$ cat config.mk
export PLATFORM = sky130hd
export DESIGN_NAME = icache_responder_flat
export DESIGN_NICKNAME = d
export VERILOG_FILES = /design/src/rtl/icache_responder_pkg.sv /design/src/rtl/icache_responder_if.sv /design/src/rtl/icache_responder_frames.sv /design/src/rtl/icache_responder.sv /design/src/flat_wrapper.sv
export SDC_FILE = /design/constraint.sdc
export NUM_CORES = 2
export LEC_CHECK = 0
export CORE_MARGIN = 3
export CORE_UTILIZATION = 30
export DETAILED_ROUTE_END_ITERATION = 7
export PLACE_DENSITY = 0.43
export SYNTH_ARGS = -nofsm -noshare
export SYNTH_HDL_FRONTEND = slang
export SYNTH_SLANG_ARGS = --single-unit
$ cat constraint.sdc
create_clock -name CLK -period 12.6 [get_ports CLK]
set_clock_uncertainty 0.05 [all_clocks]
set_input_delay 3.78 -clock CLK [delete_from_list [all_inputs] [get_ports CLK]]
set_output_delay 3.78 -clock CLK [all_outputs]
set_load 0.01 [all_outputs]
$ cat src/rtl/icache_responder_pkg.sv
// Shared types for the instruction cache responder.
// Address split, frame layout and miss FSM state encoding.
package icache_responder_pkg;

  typedef logic [31:0] word_t;

  localparam int ICACHE_SETS = 16;
  localparam int ICACHE_IDXW = $clog2(ICACHE_SETS);
  localparam int ICACHE_TAGW = 30 - ICACHE_IDXW;

  // Byte address split for the default geometry.
  typedef struct packed {
    logic [ICACHE_TAGW-1:0] tag;
    logic [ICACHE_IDXW-1:0] idx;
    logic [1:0]             bytoff;
  } icachef_t;

  // One direct-mapped frame for the default geometry.
  typedef struct packed {
    logic                   valid;
    logic [ICACHE_TAGW-1:0] tag;
    word_t                  data;
  } icache_frame_t;

  typedef enum logic {
    IDLE  = 1'b0,
    FETCH = 1'b1
  } icache_state_t;

  // Word-align a byte address for the memory controller.
  function automatic word_t word_align(input word_t a);
    return {a[31:2], 2'b00};
  endfunction

endpackage

$ cat src/rtl/icache_responder_if.sv
// Datapath fetch port plus memory controller instruction port.
// slave = cache side, master = environment (datapath + memory controller).
interface icache_responder_if;
  import icache_responder_pkg::*;

  logic  imemREN;
  word_t imemaddr;
  logic  ihit;
  word_t imemload;
  logic  iREN;
  word_t iaddr;
  logic  iwait;
  word_t iload;

  modport slave (
    input  imemREN, imemaddr, iwait, iload,
    output ihit, imemload, iREN, iaddr
  );

  modport master (
    output imemREN, imemaddr, iwait, iload,
    input  ihit, imemload, iREN, iaddr
  );
endinterface

$ cat src/rtl/icache_responder_frames.sv
// Direct-mapped frame store: SETS x {valid, tag, data}.
// Synchronous write on fill, asynchronous read by index, synchronous clear.
module icache_responder_frames #(
  parameter int SETS = 16,
  parameter int IDXW = $clog2(SETS),
  parameter int TAGW = 30 - IDXW
) (
  input  logic            CLK,
  input  logic            RST,
  input  logic            we,
  input  logic [IDXW-1:0] widx,
  input  logic [TAGW-1:0] wtag,
  input  logic [31:0]     wdata,
  input  logic [IDXW-1:0] ridx,
  output logic            rvalid,
  output logic [TAGW-1:0] rtag,
  output logic [31:0]     rdata
);

  logic [SETS-1:0]           valid_q;
  logic [SETS-1:0][TAGW-1:0] tag_q;
  logic [SETS-1:0][31:0]     data_q;

  // Clear every frame on reset; otherwise overwrite the indexed frame on fill.
  always_ff @(posedge CLK) begin
    if (RST) begin
      valid_q <= '0;
      tag_q   <= '0;
      data_q  <= '0;
    end else if (we) begin
      valid_q[widx] <= 1'b1;
      tag_q[widx]   <= wtag;
      data_q[widx]  <= wdata;
    end
  end

  assign rvalid = valid_q[ridx];
  assign rtag   = tag_q[ridx];
  assign rdata  = data_q[ridx];

endmodule

$ cat src/rtl/icache_responder.sv
// Direct-mapped, one-word-block instruction cache with a blocking miss FSM.
// Hits are combinational (zero latency); a miss stalls in FETCH until the
// memory controller drops iwait, or the datapath drops imemREN (abort).
// Optional feature macro: ICACHE_PERF_EN adds hit_count / miss_count.
module icache_responder
  import icache_responder_pkg::*;
#(
  parameter int SETS = 16
) (
  input  logic  CLK,
  input  logic  RST,
  icache_responder_if.slave bus
`ifdef ICACHE_PERF_EN
  ,
  output word_t hit_count,
  output word_t miss_count
`endif
);

  localparam int IDXW = $clog2(SETS);
  localparam int TAGW = 30 - IDXW;

  icache_state_t state_q, state_d;

  logic [TAGW-1:0] req_tag;
  logic [IDXW-1:0] req_idx;
  logic            fr_valid;
  logic [TAGW-1:0] fr_tag;
  word_t           fr_data;
  logic            lookup_hit;
  logic            fill;
  logic            unused_bytoff;

  assign req_tag       = bus.imemaddr[31:IDXW+2];
  assign req_idx       = bus.imemaddr[IDXW+1:2];
  assign unused_bytoff = ^bus.imemaddr[1:0];

  assign lookup_hit = fr_valid && (fr_tag == req_tag);
  // Abort (imemREN low) wins over a completing fill.
  assign fill = (state_q == FETCH) && bus.imemREN && !bus.iwait && !RST;

  icache_responder_frames #(
    .SETS (SETS),
    .IDXW (IDXW),
    .TAGW (TAGW)
  ) u_frames (
    .CLK    (CLK),
    .RST    (RST),
    .we     (fill),
    .widx   (req_idx),
    .wtag   (req_tag),
    .wdata  (bus.iload),
    .ridx   (req_idx),
    .rvalid (fr_valid),
    .rtag   (fr_tag),
    .rdata  (fr_data)
  );

  // State register.
  always_ff @(posedge CLK) begin
    if (RST) state_q <= IDLE;
    else     state_q <= state_d;
  end

  // Next state: miss enters FETCH; fill or abort returns to IDLE.
  always_comb begin
    state_d = state_q;
    unique case (state_q)
      IDLE:  if (bus.imemREN && !lookup_hit) state_d = FETCH;
      FETCH: if (!bus.imemREN || !bus.iwait) state_d = IDLE;
      default: state_d = IDLE;
    endcase
  end

  // Outputs: hit only from IDLE; memory request only while fetching.
  always_comb begin
    bus.ihit     = 1'b0;
    bus.iREN     = 1'b0;
    bus.imemload = '0;
    bus.iaddr    = word_align(bus.imemaddr);
    if (!RST) begin
      bus.imemload = fr_data;
      unique case (state_q)
        IDLE:  bus.ihit = bus.imemREN && lookup_hit;
        FETCH: bus.iREN = bus.imemREN;
        default: ;
      endcase
    end
  end

`ifdef ICACHE_PERF_EN
  // Hit counter counts ihit cycles; miss counter counts IDLE->FETCH entries.
  always_ff @(posedge CLK) begin
    if (RST) begin
      hit_count  <= '0;
      miss_count <= '0;
    end else begin
      if (bus.ihit) hit_count <= hit_count + 32'd1;
      if (state_q == IDLE && state_d == FETCH) miss_count <= miss_count + 32'd1;
    end
  end
`endif

endmodule

$ cat src/flat_wrapper.sv
// flat-port wrapper written by rule: the top's interface ports become plain ports
module icache_responder_flat import icache_responder_pkg::*;
#(
  parameter int SETS = 16
)
  (CLK, RST, bus_imemREN, bus_imemaddr, bus_iwait, bus_iload, bus_ihit, bus_imemload, bus_iREN, bus_iaddr);
  icache_responder_if bus_i ();
  input  logic CLK;
  input  logic RST;
  input wire logic [$bits(bus_i.imemREN)-1:0] bus_imemREN;
  input wire logic [$bits(bus_i.imemaddr)-1:0] bus_imemaddr;
  input wire logic [$bits(bus_i.iwait)-1:0] bus_iwait;
  input wire logic [$bits(bus_i.iload)-1:0] bus_iload;
  output wire logic [$bits(bus_i.ihit)-1:0] bus_ihit;
  output wire logic [$bits(bus_i.imemload)-1:0] bus_imemload;
  output wire logic [$bits(bus_i.iREN)-1:0] bus_iREN;
  output wire logic [$bits(bus_i.iaddr)-1:0] bus_iaddr;
  assign bus_i.imemREN = bus_imemREN;
  assign bus_i.imemaddr = bus_imemaddr;
  assign bus_i.iwait = bus_iwait;
  assign bus_i.iload = bus_iload;
  assign bus_ihit = bus_i.ihit;
  assign bus_imemload = bus_i.imemload;
  assign bus_iREN = bus_i.iREN;
  assign bus_iaddr = bus_i.iaddr;
  icache_responder #(.SETS(SETS)) u_core (.CLK(CLK), .RST(RST), .bus(bus_i));
endmodule
==> impl_metrics.tcl <==
set metrics [dict create \
    status "complete, no violations" \
    critPathKind "in -> out" \
    min_path_cells 2 \
    drc 0 \
    start_util_pct 30.3 \
    ctsHoldBuffers 0 \
    die_y_um 376 \
    finalNetCount 4812 \
    arrival_ns 7.92 \
    clk_pin_slew_ns 0.06 \
    synth-edff-count 0 \
    syn2layout_area_growth_pct 14.7 \
    syn-cell-area_um2 41100 \
    ys_seq_area_share_pct 46.0 \
    grt_pass1_wl_mm 229 \
    detail-route-antenna-nets 0 \
    critPathBufInv 3 \
    yosysWarnings 0 \
    p_leak_nw 15.1 \
    final_common_cell "nand2_1" \
    cts-root-buf "clkbuf_16" \
    die_width_um 376 \
    rsz0062_at_grt "false" \
    tightestPinTransition_ns 1.22 \
    cts_resized 0 \
    cts.htree.levels 3 \
    crit_fanout 78 \
    wl_mm 158 \
    pin_count 134 \
    clkLatencyLatePin_ns 0.71 \
    finalCriticalPeriod_ns 11.75 \
    max_freq_ghz 0.0851 \
    vias 34000 \
    place_hpwl_mm 85.0 \
    grt_pass1_vias 32500 \
    setup_viol 0 \
    endpoint_kind "output pin" \
    hold_path.class "reg -> reg" \
    async_reset_ff_share_pct 0 \
    grt_max_degree 191 \
    postSynthCellCount 4922 \
    placed_area_um2 43500 \
    grt_usage_pct 21.8 \
    final_cell_area_um2 47200 \
    grt_overflow 0 \
    path_cells "buf_8, buf_4, mux2i_1, a22oi_1, a21boi_1, a2111oi_0, a31oi_1, nor4b_1, nand4_1, nor2_1, clkdlybuf4s50_1" \
    max-clock-path-buffers 3 \
    required_ns 8.77 \
    drtIter0Drc 3036 \
    antenna_found_initial 3 \
    avgViaCountPerCell 5.14 \
    cts_tree "done" \
    ys_seq_elements 945 \
    first_pass_iters 6 \
    port_buffers 129 \
    start_kind "primary input" \
    powerDensity_nw_per_um2 140 \
    layout_common_cells "nand2_1, dfxtp_1, a21oi_1" \
    gp_congestion 0.785 \
    max_cap_violations 0 \
    drive_gt1_share_pct 11.9 \
    post_cts_buffers 0 \
    routedWlPerCell_um 23.9 \
    critical_path_depth 11 \
    r2r.worst_path.cells 8 \
    synth.avg_cell_area_um2 8.36 \
    slowest_delay_ns 0.72 \
    fin_crit_sh_pct 93.2 \
    cts_buffers 109 \
    timing.setup.tns_ns 0 \
    die_area_um2 142000 \
    design.core.area_um2 136000 \
    num_rows 135 \
    maxSlewViolCount 0 \
    slowest_stage "a2111oi_0" \
    hold_viol_final 0 \
    synth_flop_cell "dfxtp_1" \
    timing.slew.headroom_pct 17.8 \
    max-vdd-ir-drop_mv 0.114 \
    cp_top_family "buffers and inverters" \
    clock_sinks 945 \
    fillCellCount 13900 \
    ys_types 58 \
]
==> cells by family after synthesis <==
family | Yosys count | share of synthesized area, %
muxes | 340 | 15.8
buffers and inverters | 542 | 5.63
other | 1 | 0.00911
and+or+nand+nor | 2059 | 19.4
AOI/OAI and AO/OA | 1018 | 12.9
DFF | 945 | 46.0
xor gates and xnor gates | 17 | 0.362
==> tightest hold or removal path, delay by kind of cell, from the launching register on <==
family	cells	cell delay (ns)
flip-flops	1	0.30
AND/OR/NAND/NOR	1	0.05
AO/OA/AOI/OAI	1	0.05
==> power breakdown <==
group	switching, W	internal, W	total [W]
clock	0.00134	0.00192	0.00326
combinational	0.000234	0.0000999	0.000334
sequential	0.00000174	0.00299	0.00299
==> cell usage after synthesis, drive strengths merged (2+ instances only) <==
master   count  area [um2]
a2111oi      4        35.0
a211oi       7        52.6
a21boi       2        15.0
a21oi      938        4690
a221oi       5        43.8
a22o         4        35.0
a22oi       12        90.1
a31oi        4        25.0
a41oi        2        17.5
and2         5        31.3
buf        123         742
clkbuf     407        1530
dfxtp      945       18900
inv         12        45.0
mux2        11         124
mux2i       84         841
mux4       245        5520
nand2     1894        7110
nand2b       7        43.8
nand3        7        35.0
nand4        4        25.0
nor2        65         244
nor2b       48         300
nor3        10        50.1
nor3b        4        30.0
nor4         6        37.5
o211ai       7        52.6
o21ai        9        45.0
o221ai       2        17.5
o22a         2        17.5
o22ai        5        31.3
o31ai        2        15.0
or3          4        25.0
xnor2       12         105
xor2         5        43.8
==> path summary, 6_finish.rpt <==
check,startpoint,end,slack [ns]
worst max-delay path,bus_imemaddr[5],bus_ihit,0.85
worst min-delay path,u_core.u_frames.data_q[373]$_SDFFE_PP0P_,u_core.u_frames.data_q[373]$_SDFFE_PP0P_,0.40
worst max register to register,u_core.state_q$_SDFF_PP0_,u_core.u_frames.data_q[130]$_SDFFE_PP0P_,9.02
worst min register to register,u_core.u_frames.data_q[373]$_SDFFE_PP0P_,u_core.u_frames.data_q[373]$_SDFFE_PP0P_,0.40
==> through the flow <==
stage / hold WS, ns / instances / util, % / power, W / setup WS (ns)
floorplan: 0.382 / 4923 / - / 0.00327 / 2.76
global placement: 0.388 / 6414 / 32.1 / 0.00340 / 0.857
detailed placement: 0.393 / 6414 / 32.1 / 0.00339 / 0.819
CTS: 0.401 / 6611 / 34.8 / 0.00666 / 0.781
global route: 0.413 / 6612 / 34.8 / 0.00679 / 0.646
finish: 0.400 / 6614 / 34.8 / 0.00659 / 0.852
==> sequential cells by signal (all words and copies together) (netlist names) <==
signal                   cells
u_core.u_frames.data_q     512
u_core.u_frames.valid_q     16
u_core.u_frames.tag_q      416
u_core.state_q               1
==> per-layer routing <==
| layer | share of wire, % | GRT usage (%) |
|---|---|---|
| met5 | 0.0082 | 0 |
| met1 | 45 | 29.8 |
| met2 | 47 | 35.4 |
| met3 | 5.9 | 3.65 |
| met4 | 2.4 | 6.13 |
==> cell type report <==
type	count	area [um2]	share of cell area [%]
timing repair buffer	240	2200	4.65
multi-input combinational	3436	20100	42.7
antenna	3	7.51	0.0159
tap	1781	2230	4.72
sequential	945	18900	40.1
clock buffer	167	3300	6.99
clock inverter	30	374	0.792
inverter	12	45.0	0.0954
Note: power is estimated with default switching activity, not from simulation.
